File: src/rtl/mips_multicycle_ctrl_pkg.sv
// Shared definitions for the multi-cycle MIPS controller, its ALU decoder
// and the datapath/ALU that consume the select codes.
//   state_e            : controller state encodings (also shown on STATE)
//   OP_* / FN_*        : opcode and R-type funct values
//   ALU_*              : ALU_OP codes understood by the ALU
//   SRCB_* / PCSRC_*   : ALU operand-B and PC source mux selects
//   op_zero_ext()      : 1 for the logical immediates that zero-extend imm16
package mips_multicycle_ctrl_pkg;

   typedef enum logic [3:0] {
      ST_FETCH  = 4'd0,
      ST_DECODE = 4'd1,
      ST_MEMADR = 4'd2,
      ST_MEMRD  = 4'd3,
      ST_MEMWB  = 4'd4,
      ST_MEMWR  = 4'd5,
      ST_RTEXE  = 4'd6,
      ST_ALUWB  = 4'd7,
      ST_BRANCH = 4'd8,
      ST_ITEXE  = 4'd9,
      ST_JUMP   = 4'd10
   } state_e;

   localparam logic [5:0] OP_RTYPE = 6'b000000;
   localparam logic [5:0] OP_LW    = 6'b100011;
   localparam logic [5:0] OP_SW    = 6'b101011;
   localparam logic [5:0] OP_BEQ   = 6'b000100;
   localparam logic [5:0] OP_ADDI  = 6'b001000;
   localparam logic [5:0] OP_ANDI  = 6'b001100;
   localparam logic [5:0] OP_ORI   = 6'b001101;
   localparam logic [5:0] OP_LUI   = 6'b001111;
   localparam logic [5:0] OP_J     = 6'b000010;

   localparam logic [5:0] FN_ADD   = 6'b100000;
   localparam logic [5:0] FN_SUB   = 6'b100010;
   localparam logic [5:0] FN_AND   = 6'b100100;
   localparam logic [5:0] FN_OR    = 6'b100101;
   localparam logic [5:0] FN_SLT   = 6'b101010;

   localparam logic [3:0] ALU_ADD  = 4'd0;
   localparam logic [3:0] ALU_SUB  = 4'd1;
   localparam logic [3:0] ALU_AND  = 4'd2;
   localparam logic [3:0] ALU_OR   = 4'd3;
   localparam logic [3:0] ALU_SLT  = 4'd4;
   localparam logic [3:0] ALU_LUI  = 4'd5;

   localparam logic [1:0] SRCB_RT      = 2'd0;
   localparam logic [1:0] SRCB_FOUR    = 2'd1;
   localparam logic [1:0] SRCB_IMM     = 2'd2;
   localparam logic [1:0] SRCB_IMM_SH2 = 2'd3;

   localparam logic [1:0] PCSRC_ALU    = 2'd0;
   localparam logic [1:0] PCSRC_ALUOUT = 2'd1;
   localparam logic [1:0] PCSRC_JUMP   = 2'd2;

   // andi/ori treat imm16 as unsigned; everything else sign-extends.
   function automatic logic op_zero_ext(input logic [5:0] op);
      return (op == OP_ANDI) || (op == OP_ORI);
   endfunction

endpackage

File: src/rtl/mips_multicycle_ctrl_alu_dec.sv
// ALU control decoder for the multi-cycle MIPS controller.
//   state    in   current controller state
//   op       in   instruction opcode (IR[31:26])
//   funct    in   R-type function field (IR[5:0])
//   alu_op   out  ALU operation code
//   ext_s    out  1 = sign-extend imm16, 0 = zero-extend
//   funct_ok out  funct is one of the supported R-type operations
module mips_alu_dec
   import mips_multicycle_ctrl_pkg::*;
(
   input  state_e      state,
   input  logic [5:0]  op,
   input  logic [5:0]  funct,
   output logic [3:0]  alu_op,
   output logic        ext_s,
   output logic        funct_ok
);

   logic [3:0] fn_alu_s;
   logic [3:0] imm_alu_s;

   // R-type funct to ALU operation, flagging unsupported codes
   always_comb begin
      fn_alu_s = ALU_ADD;
      funct_ok = 1'b1;
      case (funct)
         FN_ADD:  fn_alu_s = ALU_ADD;
         FN_SUB:  fn_alu_s = ALU_SUB;
         FN_AND:  fn_alu_s = ALU_AND;
         FN_OR:   fn_alu_s = ALU_OR;
         FN_SLT:  fn_alu_s = ALU_SLT;
         default: begin
            fn_alu_s = ALU_ADD;
            funct_ok = 1'b0;
         end
      endcase
   end

   // I-type opcode to ALU operation (addi and anything else add)
   always_comb begin
      imm_alu_s = ALU_ADD;
      case (op)
         OP_ANDI: imm_alu_s = ALU_AND;
         OP_ORI:  imm_alu_s = ALU_OR;
         OP_LUI:  imm_alu_s = ALU_LUI;
         default: imm_alu_s = ALU_ADD;
      endcase
   end

   // Per-state ALU op and extender select
   always_comb begin
      alu_op = ALU_ADD;
      ext_s  = 1'b1;
      case (state)
         ST_RTEXE:  alu_op = fn_alu_s;
         ST_BRANCH: alu_op = ALU_SUB;
         ST_ITEXE: begin
            alu_op = imm_alu_s;
            ext_s  = ~op_zero_ext(op);
         end
         // OP is still valid here, so the ITEXE extender choice is simply
         // re-derived rather than stored.
         ST_ALUWB:  ext_s = ~op_zero_ext(op);
         default: begin
            alu_op = ALU_ADD;
            ext_s  = 1'b1;
         end
      endcase
   end

endmodule

File: src/rtl/mips_multicycle_ctrl.sv
// Multi-cycle MIPS control FSM. Sequences fetch/decode/execute/memory/
// writeback for R-type, lw, sw, beq, addi, andi, ori, lui and j.
//   CLK, RST                : clock, synchronous active-high reset
//   OP, FUNCT, ZERO         : opcode, funct, ALU zero flag (used in BRANCH)
//   PC_WE, IR_WE            : PC / instruction register write enables
//   MEM_RD, MEM_WR, I_OR_D  : memory strobes and address select
//   REG_WE, REG_DST, MEM_TO_REG : register file write controls
//   EXT_S                   : imm16 extender sign select
//   ALU_SRC_A, ALU_SRC_B, ALU_OP, PC_SRC : datapath selects
//   ILLEGAL                 : one-cycle pulse on unsupported OP/FUNCT
//   STATE                   : current state encoding (debug)
module mips_multicycle_ctrl
   import mips_multicycle_ctrl_pkg::*;
#(
   parameter int ALUOP_W = 4,
   parameter int STATE_W = 4
)(
   input  logic               CLK,
   input  logic               RST,
   input  logic [5:0]         OP,
   input  logic [5:0]         FUNCT,
   input  logic               ZERO,
   output logic               PC_WE,
   output logic               IR_WE,
   output logic               MEM_RD,
   output logic               MEM_WR,
   output logic               I_OR_D,
   output logic               REG_WE,
   output logic               REG_DST,
   output logic               MEM_TO_REG,
   output logic               EXT_S,
   output logic               ALU_SRC_A,
   output logic [1:0]         ALU_SRC_B,
   output logic [ALUOP_W-1:0] ALU_OP,
   output logic [1:0]         PC_SRC,
   output logic               ILLEGAL,
   output logic [STATE_W-1:0] STATE
);

   state_e     state_r;
   state_e     state_next_s;
   logic [3:0] dec_alu_op_s;
   logic       dec_ext_s;
   logic       funct_ok_s;
   logic [3:0] alu_op_s;

   mips_alu_dec u_alu_dec (
      .state    (state_r),
      .op       (OP),
      .funct    (FUNCT),
      .alu_op   (dec_alu_op_s),
      .ext_s    (dec_ext_s),
      .funct_ok (funct_ok_s)
   );

   // State register
   always_ff @(posedge CLK) begin
      if (RST) begin
         state_r <= ST_FETCH;
      end else begin
         state_r <= state_next_s;
      end
   end

   // Next-state and Moore output decode; while RST is high everything is
   // forced to its idle value so a reset mid-instruction cannot write.
   always_comb begin
      state_next_s = ST_FETCH;
      PC_WE        = 1'b0;
      IR_WE        = 1'b0;
      MEM_RD       = 1'b0;
      MEM_WR       = 1'b0;
      I_OR_D       = 1'b0;
      REG_WE       = 1'b0;
      REG_DST      = 1'b0;
      MEM_TO_REG   = 1'b0;
      EXT_S        = 1'b1;
      ALU_SRC_A    = 1'b0;
      ALU_SRC_B    = SRCB_RT;
      alu_op_s     = ALU_ADD;
      PC_SRC       = PCSRC_ALU;
      ILLEGAL      = 1'b0;
      if (!RST) begin
         alu_op_s = dec_alu_op_s;
         EXT_S    = dec_ext_s;
         case (state_r)
            ST_FETCH: begin
               MEM_RD       = 1'b1;
               IR_WE        = 1'b1;
               PC_WE        = 1'b1;
               ALU_SRC_B    = SRCB_FOUR;
               state_next_s = ST_DECODE;
            end
            ST_DECODE: begin
               // ALU precomputes PC + (imm<<2) for a possible branch
               ALU_SRC_B = SRCB_IMM_SH2;
               case (OP)
                  OP_RTYPE:                         state_next_s = ST_RTEXE;
                  OP_LW, OP_SW:                     state_next_s = ST_MEMADR;
                  OP_BEQ:                           state_next_s = ST_BRANCH;
                  OP_ADDI, OP_ANDI, OP_ORI, OP_LUI: state_next_s = ST_ITEXE;
                  OP_J:                             state_next_s = ST_JUMP;
                  default: begin
                     state_next_s = ST_FETCH;
                     ILLEGAL      = 1'b1;
                  end
               endcase
            end
            ST_MEMADR: begin
               ALU_SRC_A = 1'b1;
               ALU_SRC_B = SRCB_IMM;
               if (OP == OP_SW) begin
                  state_next_s = ST_MEMWR;
               end else begin
                  state_next_s = ST_MEMRD;
               end
            end
            ST_MEMRD: begin
               MEM_RD       = 1'b1;
               I_OR_D       = 1'b1;
               state_next_s = ST_MEMWB;
            end
            ST_MEMWB: begin
               REG_WE       = 1'b1;
               MEM_TO_REG   = 1'b1;
               state_next_s = ST_FETCH;
            end
            ST_MEMWR: begin
               MEM_WR       = 1'b1;
               I_OR_D       = 1'b1;
               state_next_s = ST_FETCH;
            end
            ST_RTEXE: begin
               ALU_SRC_A = 1'b1;
               if (funct_ok_s) begin
                  state_next_s = ST_ALUWB;
               end else begin
                  state_next_s = ST_FETCH;
                  ILLEGAL      = 1'b1;
               end
            end
            ST_ALUWB: begin
               REG_WE       = 1'b1;
               REG_DST      = (OP == OP_RTYPE);
               state_next_s = ST_FETCH;
            end
            ST_BRANCH: begin
               ALU_SRC_A    = 1'b1;
               PC_SRC       = PCSRC_ALUOUT;
               PC_WE        = ZERO;
               state_next_s = ST_FETCH;
            end
            ST_ITEXE: begin
               ALU_SRC_A    = 1'b1;
               ALU_SRC_B    = SRCB_IMM;
               state_next_s = ST_ALUWB;
            end
            ST_JUMP: begin
               PC_WE        = 1'b1;
               PC_SRC       = PCSRC_JUMP;
               state_next_s = ST_FETCH;
            end
            default: begin
               // encodings 11-15 only arise from an upset; recover
               state_next_s = ST_FETCH;
               ILLEGAL      = 1'b1;
            end
         endcase
      end else begin
         state_next_s = ST_FETCH;
      end
   end

   assign ALU_OP = ALUOP_W'(alu_op_s);
   assign STATE  = STATE_W'(state_r);

endmodule
File: config.mk
export PLATFORM = sky130hd
export DESIGN_NAME = mips_multicycle_ctrl
export DESIGN_NICKNAME = d
export VERILOG_FILES = /design/src/rtl/mips_multicycle_ctrl_pkg.sv /design/src/rtl/mips_multicycle_ctrl_alu_dec.sv /design/src/rtl/mips_multicycle_ctrl.sv
export SDC_FILE = /design/constraint.sdc
export NUM_CORES = 1
export LEC_CHECK = 0
export BUFFER_PORTS_ARGS = -buffer_cell sky130_fd_sc_hd__buf_2
export CAP_MARGIN = 10
export CORE_MARGIN = 10
export CORE_UTILIZATION = 45
export DETAILED_ROUTE_END_ITERATION = 10
export GPL_TIMING_DRIVEN = 0
export HOLD_SLACK_MARGIN = 0.15
export PLACE_DENSITY = 0.79
export SLEW_MARGIN = 20
export SYNTH_ARGS = -nofsm -noshare
export SYNTH_HDL_FRONTEND = slang
export SYNTH_SLANG_ARGS = --single-unit
File: constraint.sdc
create_clock -name CLK -period 2.1 [get_ports CLK]
set_clock_uncertainty 0.2 [all_clocks]
set_input_delay 0.42 -clock CLK [delete_from_list [all_inputs] [get_ports CLK]]
set_output_delay 0.42 -clock CLK [all_outputs]
set_load 0.01 [all_outputs]
==> metrics.log, run 1 <==
INFO  metric synth_edf_count = 0
INFO  metric final.min_clock_period = 2290 ps
INFO  metric cell_area_synth = 753 µm²
INFO  metric regToRegStartpoint = STATE[1]
INFO  metric worst_setup_hold_path_clk_slew = 40 ps
INFO  metric cts_root_buffer = clkbuf_4
INFO  metric gr-total-overflow = 0
INFO  metric wire_per_inst = 17.5 µm
INFO  metric final_hold_viol_count = 0
INFO  metric worst_pin_slew = 503 ps
INFO  metric post_synth_inst_count = 108
INFO  metric globalRouteMet2Util = 24.2%
INFO  metric synth_sequential_area_ratio = 10.6%
INFO  metric start_kind = register
INFO  metric worst_ir_drop_vdd = 0.310 mV
INFO  metric cts_inserted_buffers = 3
INFO  metric reg2reg_to = STATE[0]
INFO  metric worstPathArrival = 1670 ps
INFO  metric layout_setup_ws = -194 ps
INFO  metric netlist-cell-type-count = 50
INFO  metric cp-end-kind = output pin
INFO  metric rsz0062_at_grt = true
INFO  metric setup_viol = 3
INFO  metric i_o_pin_count = 38
INFO  metric h-tree-depth = 1
INFO  metric met1_usage = 14.6%
INFO  metric fp.coreArea = 1540 µm²
INFO  metric grt_max_degree = 11
INFO  metric clock_insertion_delay_worst_skew = 230 ps
INFO  metric nNetsFinal = 168
INFO  metric async_reset_ff_share = 0%
INFO  metric violations = setup timing
INFO  metric drv.max_cap_violation_count = 0
INFO  metric post-dp-hpwl = 1.92 mm
INFO  metric postRouteWirelength = 2.93 mm
INFO  metric cp_data_required_time = 1480 ps
INFO  metric mean_instance_size_in_the_synthesized_netlist = 6.97 µm²
INFO  metric floorplan.initialDensity = 48.9%
INFO  metric layout-drive-gt1-share = 52.3%
INFO  metric antenna_found_initial = 0
INFO  metric rows = 14
INFO  metric tritoncts = yes
INFO  metric n_fill_cell = 119
INFO  metric maxClockFrequency = 436 MHz
INFO  metric layout_common_cells = 34 x buf_2, 9 x buf_4, 8 x nor2_1
INFO  metric power = 319 µW
INFO  metric antenna_cells_inserted = 0
INFO  metric crit_path_start = STATE[0]
INFO  metric grt_pass1_vias = 940
INFO  metric number_of_flip_flops_under_the_largest_register_name = 4
INFO  metric grt.busiest_layer = met2
INFO  metric timing.slew.headroom = 66.5%
INFO  metric detail_route.first_pass.iterations = 4
INFO  metric layout.cells.most_common = buf_2
INFO  metric ff2ff_setup_slack = 510 ps
INFO  metric yosysWarningCount = 0
INFO  metric hold_buf_cts = 0
INFO  metric die_height = 60.9 µm
INFO  metric synth_seq_cells = 4
INFO  metric run_status = finished, violations left
INFO  metric placement.io_buffers = 31
INFO  metric footprint_of_the_multi_input_gates = 662 µm²
INFO  metric final_antenna_net_count = 0
INFO  metric power_density = 280 nW/µm²
INFO  metric seqCellArea = 90.1 µm²
INFO  metric drt_first_iter_violations = 40
INFO  metric global_route_usage_over_all_layers = 13.1%
INFO  metric routed-via-count = 1025
INFO  metric cellLeakagePower = 0.477 nW
INFO  metric hold_start = OP[0]
INFO  metric synth-main-ff-cell = dfxtp_1
INFO  metric cts-root-to-sink-buffers = 2
INFO  metric cts_sinks = 4
INFO  metric use_met3 = 2.71%
INFO  metric dieArea = 3710 µm²
INFO  metric hold_path_depth = 3
INFO  metric rr_worst_depth = 4
INFO  metric timing_max_transition_violations_final = 0
INFO  metric synthesis.nets = 123
INFO  metric fin_crit_sh = 109%
INFO  metric wire_length_of_the_first_global_routing_pass = 4.03 mm
INFO  metric vias_per_cell = 6.14
INFO  metric final_core_util = 73.7%
INFO  metric floorplan.die.width = 60.9 µm
INFO  metric min_path_type = primary input to register
INFO  metric timing.hold.worst_endpoint = STATE[3]
INFO  metric drt_drc_violations_left = 0
INFO  metric place.gp.congestion = 0.870
INFO  metric critical_path_peak_fanout = 10
INFO  metric crit_type = register to output pin
INFO  metric worst_hold_margin = 404 ps
INFO  metric area_growth = 50.8%
-- repair_timing --
action / 4_1_cts / 5_1_grt
pin swaps: 8 / 2
buffers inserted: 5 / 5
setup endpoints to repair: 14 / 13
endpoints found under the hold margin: 0 / 0
resized for setup: 23 / 11
gates cloned: 0 / 0
-- worst max-delay path: stages (launching register included) --
cell	delay (ps)
dfxtp_2	380
buf_2	250
nand2_1	140
a21boi_0	270
a31oi_1	100
o32ai_2	140
buf_2	170
-- cells by family after synthesis --
family | after synthesis | synth area share [%]
AO/OA/AOI/OAI | 29 | 29.1
XOR/XNOR | 2 | 2.33
buffers and inverters | 18 | 13.8
flip-flops | 4 | 10.6
multiplexers | 1 | 1.49
other | 1 | 0.498
AND/OR/NAND/NOR | 53 | 42.2
-- cell type report --
cell class,instances,share of cell area [%]
multi-input combinational,86,58.3
timing repair buffer,41,20.9
sequential,4,7.93
buffer,11,6.94
inverter,6,2.20
clock buffer,3,1.98
tap,16,1.76
-- cells in the mapped netlist, types with 3 or more instances --
library cell   n  area, µm²
nand3_1        4       20.0
buf_6          4       45.0
nand2b_1       6       37.5
clkbuf_1       3       11.3
nor2_1        10       37.5
nor3_1         9       45.0
or3_1          4       25.0
inv_1          5       18.8
o21ai_0        3       15.0
dfxtp_1        4       80.1
a21oi_1        6       30.0
-- worst max path at each step --
stage                         end  slack (ps)  depth (start not counted)
after global placement    ILLEGAL        -120                          7
after CTS                 ILLEGAL        -140                          6
final                     ILLEGAL        -190                          6
after detailed placement  ILLEGAL        -130                          6
after global routing      ILLEGAL        -250                          6
after floorplan           ILLEGAL          20                          6
-- where the power goes --
part           switching [mW]  total, mW  internal (mW)
sequential            0.00473     0.0823         0.0775
clock                  0.0272     0.0908         0.0636
combinational          0.0816      0.146         0.0640
total                   0.113      0.319          0.205
-- metal layers --
layer | share of wire, % | wire (µm)
met1 | 37 | 1080
met2 | 55 | 1620
met3 | 7.4 | 217
met4 | 0.27 | 8
met5 | 0 | 0
-- metrics by stage --
stage | setup WS (ps) | area (µm²) | std cells | TNS [ps]
5_1_grt | -247 | 1140 | 167 | -721
2_1_floorplan | 21.0 | 753 | 108 | 0
6_report | -194 | 1140 | 167 | -287
3_5_place_dp | -126 | 928 | 155 | -168
3_3_place_gp | -115 | 928 | 155 | -125
4_1_cts | -139 | 1060 | 162 | -199
Power figures use the tool's default switching activity.
==> run 2: changes to the inputs <==
Settings changed: SETUP_SLACK_MARGIN from default to 0.15.
==> run 2 against run 1 <==
The run still ends with setup timing left. Register-to-register slack worse by 140 ps. Total power up 11%. Maximum frequency down 1.9%. Via count up 12%. Die area unchanged. Non-clock buffer count up 10. Clock power up 7.4%. Critical endpoint unchanged.
==> metrics.log, run 2 (synthesized netlist as in run 1, its figures left out) <==
INFO  metric final_core_util = 83.8%
INFO  metric cts-root-to-sink-buffers = 2
INFO  metric cp_data_required_time = 1480 ps
INFO  metric antenna_found_initial = 0
INFO  metric wire_per_inst = 20.3 µm
INFO  metric global_route_usage_over_all_layers = 16.6%
INFO  metric rows = 14
INFO  metric area_growth = 71.4%
INFO  metric final.min_clock_period = 2340 ps
INFO  metric final_antenna_net_count = 0
INFO  metric gr-total-overflow = 0
INFO  metric post-dp-hpwl = 2.03 mm
INFO  metric power_density = 273 nW/µm²
INFO  metric timing_max_transition_violations_final = 0
INFO  metric grt_pass1_vias = 1038
INFO  metric grt_max_degree = 11
INFO  metric layout_common_cells = 32 x buf_2, 13 x buf_4, 12 x buf_6
INFO  metric worstPathArrival = 1720 ps
INFO  metric layout.cells.most_common = buf_2
INFO  metric i_o_pin_count = 38
INFO  metric postRouteWirelength = 3.59 mm
INFO  metric drv.max_cap_violation_count = 0
INFO  metric detail_route.first_pass.iterations = 4
INFO  metric footprint_of_the_multi_input_gates = 709 µm²
INFO  metric fin_crit_sh = 111%
INFO  metric min_path_type = primary input to register
INFO  metric cp-end-kind = output pin
INFO  metric hold_buf_cts = 0
INFO  metric die_height = 60.9 µm
INFO  metric drt_first_iter_violations = 77
INFO  metric floorplan.die.width = 60.9 µm
INFO  metric run_status = finished, violations left
INFO  metric cts_sinks = 4
INFO  metric drt_drc_violations_left = 0
INFO  metric place.gp.congestion = 0.902
INFO  metric rsz0062_at_grt = true
INFO  metric routed-via-count = 1143
INFO  metric placed_cells_incl_taps = 155
INFO  metric final_cells = 177
INFO  metric layout-drive-gt1-share = 60.9%
INFO  metric fp.coreArea = 1540 µm²
INFO  metric crit_type = register to output pin
INFO  metric final_hold_viol_count = 0
INFO  metric maxClockFrequency = 427 MHz
INFO  metric cellLeakagePower = 0.549 nW
INFO  metric wire_length_of_the_first_global_routing_pass = 4.95 mm
INFO  metric placement.io_buffers = 31
INFO  metric seqCellArea = 90.1 µm²
INFO  metric n_fill_cell = 97
INFO  metric number_of_flip_flops_under_the_largest_register_name = 4
INFO  metric layout_setup_ws = -240 ps
INFO  metric critical_path_peak_fanout = 10
INFO  metric design_area = 1290 µm²
INFO  metric cts_root_buffer = clkbuf_4
INFO  metric antenna_cells_inserted = 0
INFO  metric placed_cell_area = 942 µm²
INFO  metric nNetsFinal = 178
INFO  metric tritoncts = yes
INFO  metric clock_insertion_delay_worst_skew = 240 ps
INFO  metric worst_ir_drop_vdd = 0.247 mV
INFO  metric start_kind = register
INFO  metric dieArea = 3710 µm²
INFO  metric setup_viol = 12
INFO  metric h-tree-depth = 1
INFO  metric violations = setup timing
INFO  metric cts_inserted_buffers = 3
INFO  metric vias_per_cell = 6.46
INFO  metric floorplan.initialDensity = 48.9%
INFO  metric worst_setup_hold_path_clk_slew = 40 ps
-- run 2: cell count changes in the layout (fill, tap and decap cells not counted), sizes merged --
cell,change
clkbuf,+2
buf,+8
-- run 2: final timing paths --
check / slack (ps) / cells after the start / startpoint / to
worst max register to register: 370 / 7 / STATE[2] / STATE[1]
worst min register to register: 530 / 3 / STATE[3] / STATE[0]
worst max-delay path: -240 / 6 / STATE[0] / ILLEGAL
worst min-delay path: 380 / 3 / OP[0] / STATE[3]
-- run 2: final cells by class --
class / instances / share of cell area (%)
plain buffers: 12 / 7.46
well taps: 16 / 1.55
multi-input cells: 86 / 54.9
clock buffers: 3 / 1.74
flip-flops and latches: 4 / 6.98
inverters: 6 / 1.74
repair buffers: 50 / 25.6
-- run 2: report_power, final --
group          switching, mW  total [mW]  internal, mW
Combinational         0.0943       0.172        0.0775
Sequential           0.00604      0.0835        0.0775
Clock                 0.0334      0.0975        0.0641
-- run 2: repair_timing --
item | 4_1_cts | 5_1_grt
endpoints found under the setup margin | 17 | 18
pin swaps | 3 | 5
buffers inserted | 15 | 4
cloned | 0 | 0
resized for setup | 29 | 19
-- run 2: through the flow --
| stage | TNS [ps] | setup slack [ps] | power [mW] | hold slack [ps] |
|---|---|---|---|---|
| after CTS | -1170 | -227 | 0.335 | 379 |
| after detailed placement | -298 | -163 | 0.210 | 470 |
| after floorplan | 0 | 119 | 0.169 | 464 |
| after global routing | -1640 | -297 | 0.369 | 411 |
| final | -1170 | -240 | 0.353 | 382 |
| after global placement | -187 | -115 | 0.207 | 477 |
-- run 2: per-layer routing --
layer	up-vias	GRT usage (%)	share of wire [%]
met5	-	0	0
met1	540	18.9	37
li1	513	-	-
met3	12	2.92	9.4
met2	78	30.3	51
met4	0	5.02	2.8
-- run 2: critical path: stages, from the launching register on --
cell,delay (ps)
dfxtp_2,410
clkbuf_2,300
nand2_1,150
a21boi_0,220
a31oi_1,90
o32ai_2,140
buf_2,170
==> run 3: changes to the inputs <==
Settings changed: ABC_AREA from default to 1, CORE_UTILIZATION 45 to 43, HOLD_SLACK_MARGIN 0.15 to 0.06.
==> run 3 against run 2 <==
The run now ends clean. Flip-flop and latch count is the same. Via count shrank 11%. Count of clock-buffer cells in the layout is the same. Maximum frequency grew 15%. Setup slack gained 310 ps. Synthesized cell count grew 21%. Wire length shrank 30%. Sequential share of layout area grew 1.7 points. Utilization shrank 12 points. Critical path depth grew 2. Combinational power shrank 24%. Register-to-register slack gained 270 ps. Critical endpoint is now ALU_OP[0]. Largest power group unchanged.
==> metrics.log, run 3 <==
INFO  metric layout.cells.most_common = buf_2
INFO  metric rows = 14
INFO  metric rsz0062_at_grt = true
INFO  metric intPower = 195 µW
INFO  metric final.min_clock_period = 2030 ps
INFO  metric floorplan.initialDensity = 44.7%
INFO  metric antenna_cells_inserted = 0
INFO  metric grt_pass1_vias = 1007
INFO  metric power_switching = 117 µW
INFO  metric fin_crit_sh = 96.7%
INFO  metric grt_max_degree = 11
INFO  metric number_of_flip_flops_under_the_largest_register_name = 4
INFO  metric detail_route.first_pass.iterations = 4
INFO  metric layout_common_cells = 36 x buf_2, 25 x nor2_1, 18 x nand2_1
INFO  metric nNetsFinal = 196
INFO  metric placed_cells_incl_taps = 183
INFO  metric swShare = 37.4%
INFO  metric cts_sinks = 4
INFO  metric antenna_found_initial = 0
INFO  metric min_path_type = primary input to register
INFO  metric layout-drive-gt1-share = 46.4%
INFO  metric synthDominantCellAreaShare = 16.9%
INFO  metric synth_most_common_cell = nor2_1
INFO  metric placement.io_buffers = 36
INFO  metric hold_path_depth = 2
INFO  metric h-tree-depth = 1
INFO  metric start_kind = register
INFO  metric cp-end-kind = output pin
INFO  metric synthTopCellsByArea = nor2_1 17%, nand3_1 14%, nand2_1 13%, dfxtp_1 12%, inv_1 10%
INFO  metric cts_root_buffer = clkbuf_4
INFO  metric power_density = 293 nW/µm²
INFO  metric cp_data_required_time = 1480 ps
INFO  metric cell_area_synth = 666 µm²
INFO  metric synthesis.nets = 146
INFO  metric layout_setup_ws = 70.0 ps
INFO  metric vias_per_cell = 5.22
INFO  metric place.gp.congestion = 0.840
INFO  metric wire_per_inst = 13.0 µm
INFO  metric timing_max_transition_violations_final = 0
INFO  metric drv.max_cap_violation_count = 0
INFO  metric wire_length_of_the_first_global_routing_pass = 4.19 mm
INFO  metric synth_top_cells_by_count = 30 x nor2_1, 23 x nand2_1, 18 x inv_1, 18 x nand3_1
INFO  metric synth-main-ff-cell = dfxtp_1
INFO  metric worstPathArrival = 1410 ps
INFO  metric setup_viol = 0
INFO  metric final_hold_viol_count = 0
INFO  metric crit_type = register to output pin
INFO  metric maxClockFrequency = 493 MHz
INFO  metric clock_insertion_delay_worst_skew = 240 ps
INFO  metric pwr-share-clk = 31.1%
INFO  metric worst_setup_hold_path_clk_slew = 40 ps
INFO  metric floorplan.die.width = 59.3 µm
INFO  metric post_synth_inst_count = 131
INFO  metric dieArea = 3520 µm²
INFO  metric tritoncts = yes
INFO  metric hold_buf_cts = 0
INFO  metric global_route_usage_over_all_layers = 14.5%
INFO  metric cellLeakagePower = 0.558 nW
INFO  metric post_place_worst_slack = 44.0 ps
INFO  metric die_height = 59.3 µm
INFO  metric netlist-cell-type-count = 22
INFO  metric postRouteWirelength = 2.53 mm
INFO  metric i_o_pin_count = 38
INFO  metric drt_first_iter_violations = 24
INFO  metric final_antenna_net_count = 0
INFO  metric async_reset_ff_share = 0%
INFO  metric final_cells = 195
INFO  metric routed-via-count = 1018
INFO  metric fp.coreArea = 1490 µm²
INFO  metric gr-total-overflow = 0
INFO  metric synth_top_cell_by_area = nor2_1
INFO  metric cts-root-to-sink-buffers = 2
INFO  metric area_growth = 59.6%
INFO  metric synth_edf_count = 0
INFO  metric critical_path_peak_fanout = 5
INFO  metric pwr-share-seq = 26.7%
INFO  metric synth_sequential_area_ratio = 12.0%
INFO  metric yosysWarningCount = 0
INFO  metric drt_drc_violations_left = 0
INFO  metric power = 312 µW
INFO  metric cts_inserted_buffers = 3
INFO  metric rr_worst_depth = 8
INFO  metric worst_hold_margin = 244 ps
INFO  metric mean_instance_size_in_the_synthesized_netlist = 5.08 µm²
INFO  metric post-dp-hpwl = 1.93 mm
INFO  metric run_status = completed
INFO  metric worst_ir_drop_vdd = 0.225 mV
INFO  metric power.combinational.fraction = 42.1%
INFO  metric synth_seq_cells = 4
-- run 3: final cells by class --
cell class / instances / area (µm²)
plain buffers: 2 / 11.3
repair buffers: 45 / 251
inverters: 24 / 97.6
clock buffers: 3 / 22.5
fillers: 124 / 427
well taps: 16 / 20.0
multi-input cells: 101 / 567
flip-flops and latches: 4 / 92.6
-- run 3: power groups by stage --
stage                     Sequential [mW]  Clock (mW)  Combinational, mW
after floorplan                    0.0863           0             0.0604
after global placement             0.0857           0              0.101
after detailed placement           0.0860           0              0.105
after CTS                          0.0832      0.0976              0.125
after global routing               0.0836       0.103              0.145
final                              0.0833      0.0969              0.131
-- run 3: kinds of logic (layout without fill, tap and decap cells) --
kind of cell           count (synthesis)  after routing  synth area share [%]
AOI/OAI and AO/OA                     14             14                  12.6
buffers and inverters                 26             74                  15.2
DFF                                    4              4                  12.0
other                                  1              1                 0.563
and+or+nand+nor                       86             86                  59.6
-- run 3: per-stage QoR --
stage                     cell area [µm²]  utilization [%]  setup TNS [ps]
after floorplan                       666                -               0
after global placement                866             58.2               0
after detailed placement              866             58.2               0
after CTS                            1010             67.8               0
after global routing                 1060             71.3           -96.7
final                                1060             71.3               0
-- run 3: metal layers --
layer / up-vias / GRT usage (%) / wire, µm
met3: 4 / 7.30 / 307
met2: 53 / 24.5 / 1250
li1: 514 / - / -
met1: 447 / 14.9 / 942
met5: - / 0 / 0
met4: 0 / 5.25 / 25
-- run 3: path summary, 6_finish.rpt --
path / startpoint / to / slack [ps]
max: STATE[0] / ALU_OP[0] / 70
min: RST / STATE[3] / 240
max reg2reg: STATE[0] / STATE[2] / 640
min reg2reg: STATE[2] / STATE[1] / 570
-- run 3: what timing repair did --
action,in CTS,in global routing
buffers inserted,7,2
setup endpoints to repair,12,13
gates resized for setup,25,10
pin swaps,9,8
-- run 3: worst max-delay path: stages, from the launching register on --
cell and delay (ps):
dfxtp_4 380, buf_6 120, nand2_8 50, nor2_4 200, nand3_2 100, nand3_2 60
nor2_1 40, nor2_1 80, buf_2 140
